<file path="config.mk">
export PLATFORM = sky130hd
export DESIGN_NAME = mp_add_seq
export DESIGN_NICKNAME = d
export VERILOG_FILES = /design/src/rtl/mp_add_seq.sv
export SDC_FILE = /design/constraint.sdc
export NUM_CORES = 1
export LEC_CHECK = 0
export CAP_MARGIN = 20
export CORE_ASPECT_RATIO = 0.7
export CORE_MARGIN = 2
export CORE_UTILIZATION = 40
export CTS_CLUSTER_DIAMETER = 200
export DETAILED_ROUTE_END_ITERATION = 12
export PLACE_DENSITY_LB_ADDON = 0.08
export SYNTH_ARGS = -nofsm -noshare
export SYNTH_HDL_FRONTEND = slang
export SYNTH_SLANG_ARGS = --single-unit
</file>
<file path="constraint.sdc">
create_clock -name clk -period 5.46 [get_ports clk]
set_input_delay 0.819 -clock clk [delete_from_list [all_inputs] [get_ports clk]]
set_output_delay 0.819 -clock clk [all_outputs]
set_load 0.1 [all_outputs]
</file>
<file path="src/rtl/mp_add_seq.sv">
// +----------------------------------------------------------------------------+
// | Module      : mp_add_seq                                                   |
// | Description : Multi-precision add/subtract sequencer. A single 16-bit      |
// |               carry-look-ahead slice is reused one word per cycle (LSW     |
// |               first) to build a 16*WORDS-bit result plus ALU flags.        |
// |               Optional macro MP_ADD_BYPASS_EN lets DONE accept the next    |
// |               operation straight into RUN on the output handshake.         |
// | Revision    : 1.0 - initial release                                        |
// +----------------------------------------------------------------------------+
`default_nettype none

module mp_add_seq #(
  parameter int WORDS = 4
) (
  input  logic                  clk,
  input  logic                  rst,
  input  logic                  in_valid,
  output logic                  in_ready,
  input  logic                  op_sub,
  input  logic [16*WORDS-1:0]   a,
  input  logic [16*WORDS-1:0]   b,
  output logic                  out_valid,
  input  logic                  out_ready,
  output logic [16*WORDS-1:0]   result,
  output logic                  sign,
  output logic                  zero,
  output logic                  carry,
  output logic                  parity,
  output logic                  overflow,
  output logic                  busy
);

  localparam int              W      = 16 * WORDS;
  localparam int              IDXW   = $clog2(WORDS);
  localparam logic [IDXW-1:0] C_LAST = IDXW'(WORDS - 1);

  typedef enum logic [1:0] {
    S_IDLE = 2'd0,
    S_RUN  = 2'd1,
    S_DONE = 2'd2
  } state_t;

  state_t           state_q, state_d;
  logic [IDXW-1:0]  idx_q, idx_d;
  logic [W-1:0]     a_q, a_d;
  logic [W-1:0]     b_q, b_d;
  logic             cin_q, cin_d;
  logic [W-1:0]     result_q, result_d;
  logic             sign_q, sign_d;
  logic             zero_q, zero_d;
  logic             carry_q, carry_d;
  logic             parity_q, parity_d;
  logic             overflow_q, overflow_d;
  logic             out_valid_q, out_valid_d;

  logic             w_in_ready;
  logic             w_load;
  logic [15:0]      w_x, w_y, w_s;
  logic [15:0]      w_p, w_g, w_bc;
  logic [3:0]       w_gp, w_gg;
  logic [4:0]       w_gc;

  assign w_x = a_q[{idx_q, 4'b0000} +: 16];
  assign w_y = b_q[{idx_q, 4'b0000} +: 16];
  assign w_p = w_x ^ w_y;
  assign w_g = w_x & w_y;

  // Per-group propagate/generate and in-group bit carries from the group carry-in.
  for (genvar k = 0; k < 4; k++) begin : g_grp
    assign w_gp[k] = &w_p[4*k +: 4];
    assign w_gg[k] = w_g[4*k+3]
                   | (w_p[4*k+3] & w_g[4*k+2])
                   | (w_p[4*k+3] & w_p[4*k+2] & w_g[4*k+1])
                   | (w_p[4*k+3] & w_p[4*k+2] & w_p[4*k+1] & w_g[4*k]);
    assign w_bc[4*k]   = w_gc[k];
    assign w_bc[4*k+1] = w_g[4*k] | (w_p[4*k] & w_gc[k]);
    assign w_bc[4*k+2] = w_g[4*k+1] | (w_p[4*k+1] & w_g[4*k])
                       | (w_p[4*k+1] & w_p[4*k] & w_gc[k]);
    assign w_bc[4*k+3] = w_g[4*k+2] | (w_p[4*k+2] & w_g[4*k+1])
                       | (w_p[4*k+2] & w_p[4*k+1] & w_g[4*k])
                       | (w_p[4*k+2] & w_p[4*k+1] & w_p[4*k] & w_gc[k]);
  end

  assign w_gc[0] = cin_q;
  assign w_gc[1] = w_gg[0] | (w_gp[0] & cin_q);
  assign w_gc[2] = w_gg[1] | (w_gp[1] & w_gg[0]) | (w_gp[1] & w_gp[0] & cin_q);
  assign w_gc[3] = w_gg[2] | (w_gp[2] & w_gg[1]) | (w_gp[2] & w_gp[1] & w_gg[0])
                 | (w_gp[2] & w_gp[1] & w_gp[0] & cin_q);
  assign w_gc[4] = w_gg[3] | (w_gp[3] & w_gg[2]) | (w_gp[3] & w_gp[2] & w_gg[1])
                 | (w_gp[3] & w_gp[2] & w_gp[1] & w_gg[0])
                 | (w_gp[3] & w_gp[2] & w_gp[1] & w_gp[0] & cin_q);
  assign w_s     = w_p ^ w_bc;

`ifdef MP_ADD_BYPASS_EN
  assign w_in_ready = ~rst & ((state_q == S_IDLE) | ((state_q == S_DONE) & out_ready));
`else
  assign w_in_ready = ~rst & (state_q == S_IDLE);
`endif
  assign w_load = in_valid & w_in_ready;

  always_comb begin
    state_d     = state_q;
    idx_d       = idx_q;
    a_d         = a_q;
    b_d         = b_q;
    cin_d       = cin_q;
    result_d    = result_q;
    sign_d      = sign_q;
    zero_d      = zero_q;
    carry_d     = carry_q;
    parity_d    = parity_q;
    overflow_d  = overflow_q;
    out_valid_d = out_valid_q;

    case (state_q)
      S_IDLE: ;
      S_RUN: begin
        result_d[{idx_q, 4'b0000} +: 16] = w_s;
        cin_d = w_gc[4];
        if (idx_q == C_LAST) begin
          idx_d       = '0;
          state_d     = S_DONE;
          out_valid_d = 1'b1;
          sign_d      = result_d[W-1];
          zero_d      = ~|result_d;
          parity_d    = ~^result_d;
          carry_d     = w_gc[4];
          overflow_d  = (a_q[W-1] & b_q[W-1] & ~result_d[W-1])
                      | (~a_q[W-1] & ~b_q[W-1] & result_d[W-1]);
        end else begin
          idx_d = idx_q + 1'b1;
        end
      end
      S_DONE: begin
        if (out_ready) begin
          out_valid_d = 1'b0;
          state_d     = S_IDLE;
        end
      end
      default: state_d = S_IDLE;
    endcase

    // Acceptance from IDLE, or from DONE when the bypass path is built in.
    if (w_load) begin
      a_d         = a;
      b_d         = op_sub ? ~b : b;
      cin_d       = op_sub;
      idx_d       = '0;
      out_valid_d = 1'b0;
      state_d     = S_RUN;
    end
  end

  always_ff @(posedge clk) begin
    if (rst) begin
      state_q     <= S_IDLE;
      idx_q       <= '0;
      a_q         <= '0;
      b_q         <= '0;
      cin_q       <= 1'b0;
      result_q    <= '0;
      sign_q      <= 1'b0;
      zero_q      <= 1'b0;
      carry_q     <= 1'b0;
      parity_q    <= 1'b0;
      overflow_q  <= 1'b0;
      out_valid_q <= 1'b0;
    end else begin
      state_q     <= state_d;
      idx_q       <= idx_d;
      a_q         <= a_d;
      b_q         <= b_d;
      cin_q       <= cin_d;
      result_q    <= result_d;
      sign_q      <= sign_d;
      zero_q      <= zero_d;
      carry_q     <= carry_d;
      parity_q    <= parity_d;
      overflow_q  <= overflow_d;
      out_valid_q <= out_valid_d;
    end
  end

  assign in_ready  = w_in_ready;
  assign out_valid = out_valid_q;
  assign result    = result_q;
  assign sign      = sign_q;
  assign zero      = zero_q;
  assign carry     = carry_q;
  assign parity    = parity_q;
  assign overflow  = overflow_q;
  assign busy      = (state_q != S_IDLE);

endmodule

`default_nettype wire

</file>
==> metrics.csv <==
metric;value;unit
synth_edf_count;0;
synth_warnings;0;
min_period;5190;ps
routed-wl-met3;2860;microns
ys_seq_area_share;38.8;%
nets;1478;
p_per_area;352;nW/um^2
dpl.hpwl;23700;microns
finalMaxSlewViolations;0;
p_switching;0.00168;W
path_clk_slew;60;ps
gp_congestion;0.886;
synthFlopType;dfxtp_1;
fill_cells;2403;
slowest_delay;560;ps
row_count;49;
grt-ovfl-total;0;
wirelength;33200;microns
finalSetupViolCount;0;
cts_tree;yes;
endpoint_kind;flop;
route.met2.wl;12400;microns
cap_violations;0;
die_x;197;microns
highest_layer;met4;
ys_ff_latch;203;
htreeDepth;1;
status;complete, no violations;
cp.arrival;5620;ps
setup_tns;0;ps
tightestPinTransition;1100;ps
slowest_stage;mux4_2;
clock_skew;17.8;ps
p_int;0.00310;W
grt_pass1_vias;8456;
rsz0062_at_grt;no;
crit_chain;buf_4, mux4_2, ha_1, o21a_2, and4_1, a21oi_1, o21ai_0, nand3_1, nand2_1, fa_1, xor2_2, a22oi_1, ha_1, xor2_1, xnor2_1, xnor2_1, xnor2_1, xnor2_1, xnor3_1, a211oi_2;
hold_viol_final;0;
synth-async-reset-ratio;0;%
comb_power_share;34.7;%
multi_input_area;6050;sq um
power.share.sequential;35.6;%
vias_per_cell;5.46;
power_leakage;5.11;nW
root_buffer;clkbuf_16;
yosys.area_share.adder;7.10;%
wl_met1;17300;microns
max_freq;193;MHz
numCtsBuffers;21;
start_kind;flop;
synth.cell_area;10500;sq um
synth-simple-area-share;19.9;%
drive_gt1_share;8.61;%
crit_path_max_fanout;7;
yosysTopAreaCell;dfxtp_1;
dp.cells;1593;
netlist.area_leader.share;38.8;%
final_cell_mix;clkdlybuf4s50_1 (202), dfxtp_1 (201), nand2_1 (146), nand3b_1 (128), xnor2_1 (93);
regArea;4070;sq um
clkSinkCount;203;
final_core_util;52.8;%
synthDistinctLibCells;49;
routedWlPerCell;20.3;microns
drt_first_pass_iters;5;
crit_type;reg2reg;
drc;0;
vias;8918;
syn_avg_cell_area;9.35;sq um
final_cells;1632;
grt.total_usage;23.7;%
dieArea;27500;sq um
diodes;0;
synthTopCellsByArea;dfxtp_1 (39%), nand3b_1 (9.2%), xnor2_1 (7.9%), mux4_2 (6.9%), ha_1 (6.3%);
relSlewSlack;26.9;%
peakVddDrop;0.000189;V
synthesis.nets;1310;
switching_share;35.1;%
initial_core_util;40.8;%
crit_required;5890;ps
synth_compound_gate_area_share;14.5;%
worstSkewPairLatency;500;ps
layout_commonest_cell;clkdlybuf4s50_1;
post-route-period-util;95.1;%
antenna_found_initial;0;
clockBufferDepth;3;
muxShareOfSynthArea;6.98;%
hold_buffers;0;
core_area;25700;sq um
io_pins;205;
cp_common_cell;xnor2_1;
fp.dieH;139;microns
ant_nets;0;
drt_iter0_drc;713;
grt_pass1_wl;50700;microns
syn_to_final_growth;29.5;%
grt_max_degree;112;
synth_top_family_by_area;simple AND/OR/NAND/NOR gates;
synthCells;1120;
synthXorXnorAreaFrac;9.00;%
clkPwrFrac;29.7;%
min_path_type;reg2reg;
portBuffers;204;
logic make-up (layout without fill, tap and decap cells):
logic type      after synthesis  in the layout
flops                       203            203
buf+inv                     101            282
simple gates                393            393
fa+ha+maj                    57             57
mux                          33             33
xor+xnor                    106            106
compound gates              227            227
critical path: cells and delay by family, from the launching register on:
kind                       cells  cell delay, ps
muxes                          1             560
AOI/OAI and AO/OA              5             950
buffers and inverters          1             160
DFF                            1             430
xor gates and xnor gates       7            1440
and+or+nand+nor                3             400
adders and majority gates      3            1180
path summary, 6_finish.rpt:
kind | from | to | slack, ps | cells after the start
worst max register to register | idx_q[0]$_SDFFE_PP0P_ | parity$_SDFFE_PP0P_ | 270 | 20
worst max-delay path | idx_q[0]$_SDFFE_PP0P_ | parity$_SDFFE_PP0P_ | 270 | 20
worst min-delay path | a_q[2]$_SDFFE_PP0P_ | a_q[2]$_SDFFE_PP0P_ | 480 | 2
worst min register to register | a_q[2]$_SDFFE_PP0P_ | a_q[2]$_SDFFE_PP0P_ | 480 | 2
area by class of cell:
type	count	area share [%]
Clock buffer	34	4.90
Clock inverter	2	0.101
Inverter	12	0.332
Multi-Input combinational cell	816	44.6
Sequential cell	203	30.0
Tap cell	331	3.05
Timing Repair Buffer	234	17.0
cells in the mapped netlist (4+ instances only):
cell / instances
fa_1: 4
a21oi_1: 12
buf_1: 20
and2_1: 6
a21o_1: 4
xnor2_1: 94
a211oi_1: 45
nand4_1: 7
xor2_1: 11
dfxtp_1: 203
a22oi_1: 84
o21ai_0: 71
nand3b_1: 128
ha_1: 53
nor3_1: 5
nand2_1: 147
mux4_2: 32
inv_1: 11
nand3_1: 4
nand2b_1: 5
clkbuf_1: 68
nor2_1: 75
per-layer routing:
metal	vias to the layer above	track usage [%]
met4	0	4.91
met2	333	30.2
li1	4329	-
met3	37	5.55
met1	4219	39.0
met5	-	0
flip-flops by register name, indices dropped and copies added (netlist names):
register	cells
cin_q	1
a_q	64
overflow	1
parity	1
zero	1
sign	1
out_valid	1
b_q	64
result	64
carry	1
state_q	2
idx_q	2
per-stage QoR:
step	setup slack, ps	hold slack (ps)	instance area, sq um	total power (W)
final	265	475	13600	0.00478
after global routing	40.8	490	13600	0.00498
after CTS	36.4	477	13500	0.00479
after detailed placement	43.9	465	12800	0.00337
after global placement	185	461	12800	0.00335
after floorplan	104	446	10500	0.00285
what timing repair did:
item,in CTS,in global routing
gates resized for setup,0,3
endpoints found under the setup margin,0,2
setup buffers,0,3
power groups by stage:
| stage | logic, W | clock network (W) | registers (W) |
|---|---|---|---|
| floorplan | 0.000880 | 0 | 0.00197 |
| global placement | 0.00162 | 0 | 0.00173 |
| detailed placement | 0.00163 | 0 | 0.00173 |
| CTS | 0.00164 | 0.00144 | 0.00170 |
| global route | 0.00176 | 0.00150 | 0.00171 |
| finish | 0.00166 | 0.00142 | 0.00170 |
No activity file was read; power rests on OpenSTA's default activity.
==> RTL change 1: new RTL, same settings <==
`WORDS`: 4 -> 2.
--- a/src/rtl/mp_add_seq.sv
+++ b/src/rtl/mp_add_seq.sv
@@ -12,3 +12,3 @@
 module mp_add_seq #(
-  parameter int WORDS = 4
+  parameter int WORDS = 2
 ) (
Ports: changed (resized a, b and result); port bits go from 205 to 109. The function was not compared with the original's and may differ.
==> RTL change 1 against the original RTL <==
- total power shrank 44%
- area after synthesis decreased by 44%
- final cell count down 42%
- die area decreased by 43%
- setup slack improved by 0.25 ns
- cell area is 46% lower
- routed wire length fell by 53%
- clock power decreased by 50%
- sequential cell count down 97
- critical path type unchanged
- critical endpoint unchanged
- largest cell class unchanged
- largest power group is now combinational cells
==> RTL change 1: results (changes against the original RTL) <==
global_routing:
  grt_start_max_net_pins: 107  # -4.5%
  grt_pass1_vias: 4667  # -45%
  grt_pass1_wl_microns: 25200  # -50%
  grt_util_all_layers: 0.203  # -0.0335
worst_setup_path:
  cp_max_fo: 16  # +9
  rr_startpoint: "idx_q"
  rrSetupSlack_ns: 0.52  # +0.25 ns
  cp.arrival_ns: 5.20  # -0.42 ns
worst_hold_path:
  hp-start: "result[31]"
  worstHoldEndpoint: "result[31]"
  hp-class: "flip-flop to flip-flop"
clock_network:
  htree_num_levels: 3  # +2
  max-clock-path-buffers: 2  # -1
  clkLatencyLatePin_ns: 0.35  # -0.15 ns
  clkTransAtPathRegs_ns: 0.07
  numCtsBuffers: 9  # -57%
drt:
  drt_iter0_markers: 239  # -66%
  via_per_inst: 5.16  # -5.5%
  routed_wirelength_microns: 15600  # -53%
placement:
  hpwl_microns: 11400  # -52%
  place_area_sq_um: 7060  # -45%
  port_buffers: 108  # -47%
  routabilityCongestion: 0.890  # +0.41%
outcome:
  status: "completed"
timing:
  slew_headroom: 0.342  # +0.0736
  hold_ws_ns: 0.457  # -0.0180 ns
  fin_skew_ns: 0.00709  # -0.0107 ns
power_and_ir_drop:
  netSwitchingFraction: 0.356  # +0.00525
  power.density_nw_per_um2: 361  # +2.6%
  vdd_drop_max_uv: 151  # -20%
  p_leak_nw: 2.86  # -44%
finish:
  drive_above_1_share: 0.0892  # +0.00313
  fin_nets: 851  # -42%
  fillers: 1306  # -46%
logic_synthesis:
  synthTopCellsByArea: "dfxtp_1 (36%), nand3b_1 (8.5%), xnor2_1 (8.1%)"
  yosysUniqueCellTypes: 42  # -14%
  syn_nets: 766  # -42%
  synth_commonest_cells: "nand2_1 (122), dfxtp_1 (106), nand3b_1 (66)"
==> RTL change 1: cell count changes after synthesis, moves of 30 or more <==
cell,change
mux4_2,-32
dfxtp_1,-97
nor2_1,-46
nand3b_1,-62
a22oi_1,-84
xnor2_1,-40
mux2_2,+30
clkbuf_1,-31
==> RTL change 1: stage by stage <==
step | utilization | instances | setup WS, ns
2_1_floorplan | - | 662 | 0.581
3_5_place_dp | 0.501 | 926 | 0.423
3_3_place_gp | 0.501 | 926 | 0.530
4_1_cts | 0.524 | 941 | 0.387
6_report | 0.524 | 941 | 0.520
5_1_grt | 0.524 | 941 | 0.121
==> RTL change 1: how the worst max path moves through the flow <==
stage,from,cells after the start,to
after floorplan,idx_q,21,parity
after global placement,idx_q,20,parity
final,idx_q,20,parity
after global routing,idx_q,20,parity
after CTS,idx_q,20,parity
after detailed placement,idx_q,20,parity
==> RTL change 1: layer usage <==
metal | vias to the layer above | routed length, microns | global-route usage
li1 | 2454 | - | -
met1 | 2241 | 8000 | 0.305
met2 | 140 | 6470 | 0.296
met3 | 25 | 856 | 0.0415
met4 | 0 | 227 | 0.0503
met5 | - | 0 | 0
==> RTL change 1: power by group through the flow <==
stage	combinational [mW]	clock [mW]	sequential, mW
floorplan	0.678	0	1.03
global placement	1.04	0	0.914
detailed placement	1.06	0	0.913
CTS	1.07	0.718	0.896
global route	1.16	0.747	0.905
finish	1.07	0.706	0.896
==> RTL change 1: logic make-up (layout without fill, tap and decap cells) <==
logic type,count (synthesis),after routing,synth area share
xor gates and xnor gates,59,59,0.0908
adders and majority gates,35,35,0.0801
DFF,106,106,0.363
buffers and inverters,49,138,0.0315
and+or+nand+nor,242,242,0.207
muxes,53,53,0.0972
AOI/OAI and AO/OA,118,118,0.130
==> RTL change 1: cell type report <==
class | count | area share
multi-input cells | 507 | 0.479
flip-flops and latches | 106 | 0.288
repair buffers | 117 | 0.154
clock buffers | 11 | 0.0329
well taps | 190 | 0.0322
clock inverters | 4 | 0.0103
inverters | 6 | 0.00305
==> RTL change 1: worst max-delay path: stages (launching register included) <==
cell,delay (ns)
dfxtp_4,0.49
buf_4,0.25
mux2_2,0.36
ha_1,0.38
a21oi_1,0.23
nand2_1,0.15
nor2_1,0.23
a21oi_2,0.13
a21o_1,0.20
fa_1,0.37
xnor2_1,0.31
nand2_1,0.09
o21ai_0,0.10
ha_1,0.26
xor2_1,0.17
xnor2_1,0.20
xnor2_1,0.16
xnor2_1,0.16
xnor3_1,0.25
xnor2_1,0.13
a211oi_1,0.21
==> RTL change 2: new RTL, config.mk and constraints unchanged <==
Made on the original files. Take the reset off `result_q` and load it in a clocked block of its own.
--- a/src/rtl/mp_add_seq.sv
+++ b/src/rtl/mp_add_seq.sv
@@ -160,3 +160,2 @@
       cin_q       <= 1'b0;
-      result_q    <= '0;
       sign_q      <= 1'b0;
@@ -173,3 +172,2 @@
       cin_q       <= cin_d;
-      result_q    <= result_d;
       sign_q      <= sign_d;
@@ -181,2 +179,6 @@
     end
+  end
+
+  always_ff @(posedge clk) begin
+    result_q <= result_d;
   end
Check against the original RTL: differs if rst is asserted again (counterexample within 4 cycles, from zero or initial values and one cycle with rst high); with rst held inactive, the same outputs for 4 cycles.
==> RTL change 2 against the original RTL <==
- setup slack better by 0.11 ns
- sequential cell count stayed put
- cell area up 1.2%
- routed wire length fell by 5.5%
- clock power is 7% higher
- area after synthesis is 1.4% higher
- combinational power is 8% higher
- total power rose by 7.9%
- critical endpoint unchanged
- highest routed layer unchanged
==> RTL change 2: results (changes against the original RTL) <==
worst_setup_path:
  critPathSlowestCell: "mux4_2"
  rr_worst_depth: 19  # -5.0%
  cp.arrival_ns: 5.52  # -0.10 ns
  rrSetupSlack_ns: 0.37  # +0.11 ns
  rr_startpoint: "idx_q[0]"
  cp_max_fo: 9  # +2
  cpPeakStageDelay_ns: 0.55
  timing.rr.end: "parity"
global_routing:
  grt_pass1_wl_microns: 48200  # -4.9%
  grt_util_all_layers: 0.226  # -0.0105
  grt_start_max_net_pins: 121  # +8.0%
  antenna_found_initial: 2  # +2
  grt_pass1_vias: 8107  # -4.1%
power_and_ir_drop:
  p_leak_nw: 5.45  # +6.6%
  vdd_drop_max_uv: 201  # +6.3%
logic_synthesis:
  synth_commonest_cells: "nand2_1 (145), dfxtp_1 (139), nand3b_1 (128)"
  ys.flop_type: "dfxtp_1"
  synth-async-reset-ratio: 0  # unchanged
  synthTopCellsByArea: "dfxtp_1 (26%), edfxtp_1 (18%), nand3b_1 (9.1%)"
  yosysUniqueCellTypes: 54  # +10%
  synth_edf_count: 64  # +64
  syn_nets: 1228  # -6.3%
  yosys_warnings: 0  # unchanged
  yosysSeqAreaShare: 0.443  # +0.0550
placement:
  hpwl_microns: 23200  # -2.1%
  routabilityCongestion: 0.849  # -4.2%
  place_area_sq_um: 13000  # +1.1%
  port_buffers: 204  # unchanged
timing:
  hold_ws_ns: 0.463  # -0.0120 ns
  worstMarginPinSlew_ns: 1.02  # -0.0801 ns
  hold_viol: 0  # unchanged
  fin_skew_ns: 0.00824  # -0.00957 ns
finish:
  drive_above_1_share: 0.0830  # -0.00309
  fin_nets: 1403  # -5.1%
  fillers: 2381  # -0.92%
  diodes: 0  # unchanged
clock_network:
  numCtsBuffers: 22  # +4.8%
  clkTransAtPathRegs_ns: 0.07
  htree_num_levels: 1  # unchanged
  max-clock-path-buffers: 3  # unchanged
  cts_resized: 0  # unchanged
  clkLatencyLatePin_ns: 0.51
  post_cts.repair.setup_buffers: 0  # unchanged
  root_buffer: "clkbuf_16"
outcome:
  status: "completed"
worst_hold_path:
  min_path_cells: 2  # unchanged
  worstHoldEndpoint: "zero"
  hp-start: "zero"
  hp-class: "flip-flop to flip-flop"
drt:
  vias: 8278  # -7.2%
  drt_iter0_markers: 643  # -9.8%
  firstDrtPassIters: 5  # unchanged
  routed_wirelength_microns: 31400  # -5.5%
-- RTL change 2: cells by family after synthesis --
logic type                 count (synthesis)  synth area share
DFF                                      203             0.443
adders and majority gates                 57            0.0700
and+or+nand+nor                          325             0.170
muxes                                     34            0.0698
xor gates and xnor gates                 107            0.0896
AOI/OAI and AO/OA                        174             0.108
buffers and inverters                    138            0.0497
-- RTL change 2: critical path, delay by kind of cell, from the launching register on --
family	cells	cell delay, ns
muxes	1	0.55
AOI/OAI and AO/OA	6	1.11
xor gates and xnor gates	7	1.43
adders and majority gates	3	1.14
buffers and inverters	2	0.34
DFF	1	0.44
-- RTL change 2: where the power goes --
part / internal, mW / total [mW] / leakage [nW] / switching [mW]
registers: 1.73 / 1.83 / 1.76 / 0.108
logic: 0.724 / 1.80 / 3.33 / 1.08
clock network: 0.896 / 1.52 / 0.364 / 0.621
total: 3.35 / 5.15 / 5.45 / 1.81
-- RTL change 2: worst max-delay path by stage --
stage	end	slack, ns	from
3_3_place_gp	parity	0.53	idx_q[0]
3_5_place_dp	parity	0.39	idx_q[0]
4_1_cts	parity	0.35	idx_q[0]
6_report	parity	0.37	idx_q[0]
2_1_floorplan	parity	0.33	idx_q[0]
5_1_grt	parity	0.02	idx_q[0]
-- RTL change 2: cell type report --
cell class | count | area [sq um] | area share
well taps | 357 | 447 | 0.0326
flip-flops and latches | 203 | 4710 | 0.343
clock inverters | 11 | 76.3 | 0.00556
multi-input cells | 697 | 5390 | 0.393
repair buffers | 222 | 2180 | 0.159
clock buffers | 29 | 661 | 0.0481
inverters | 67 | 254 | 0.0185
-- RTL change 2: through the flow --
step,cells,setup WS [ns]
floorplan,1038,0.331
global placement,1546,0.529
detailed placement,1546,0.391
CTS,1586,0.352
global route,1586,0.0221
finish,1586,0.374
-- RTL change 2: routing by layer --
| metal | routed length [microns] | part of all wire | vias up | track usage |
|---|---|---|---|---|
| li1 | - | - | 4024 | - |
| met1 | 15700 | 0.50 | 3933 | 0.353 |
| met2 | 12600 | 0.40 | 275 | 0.318 |
| met3 | 2420 | 0.077 | 46 | 0.0455 |
| met4 | 695 | 0.022 | 0 | 0.0507 |
| met5 | 0 | 0 | - | 0 |
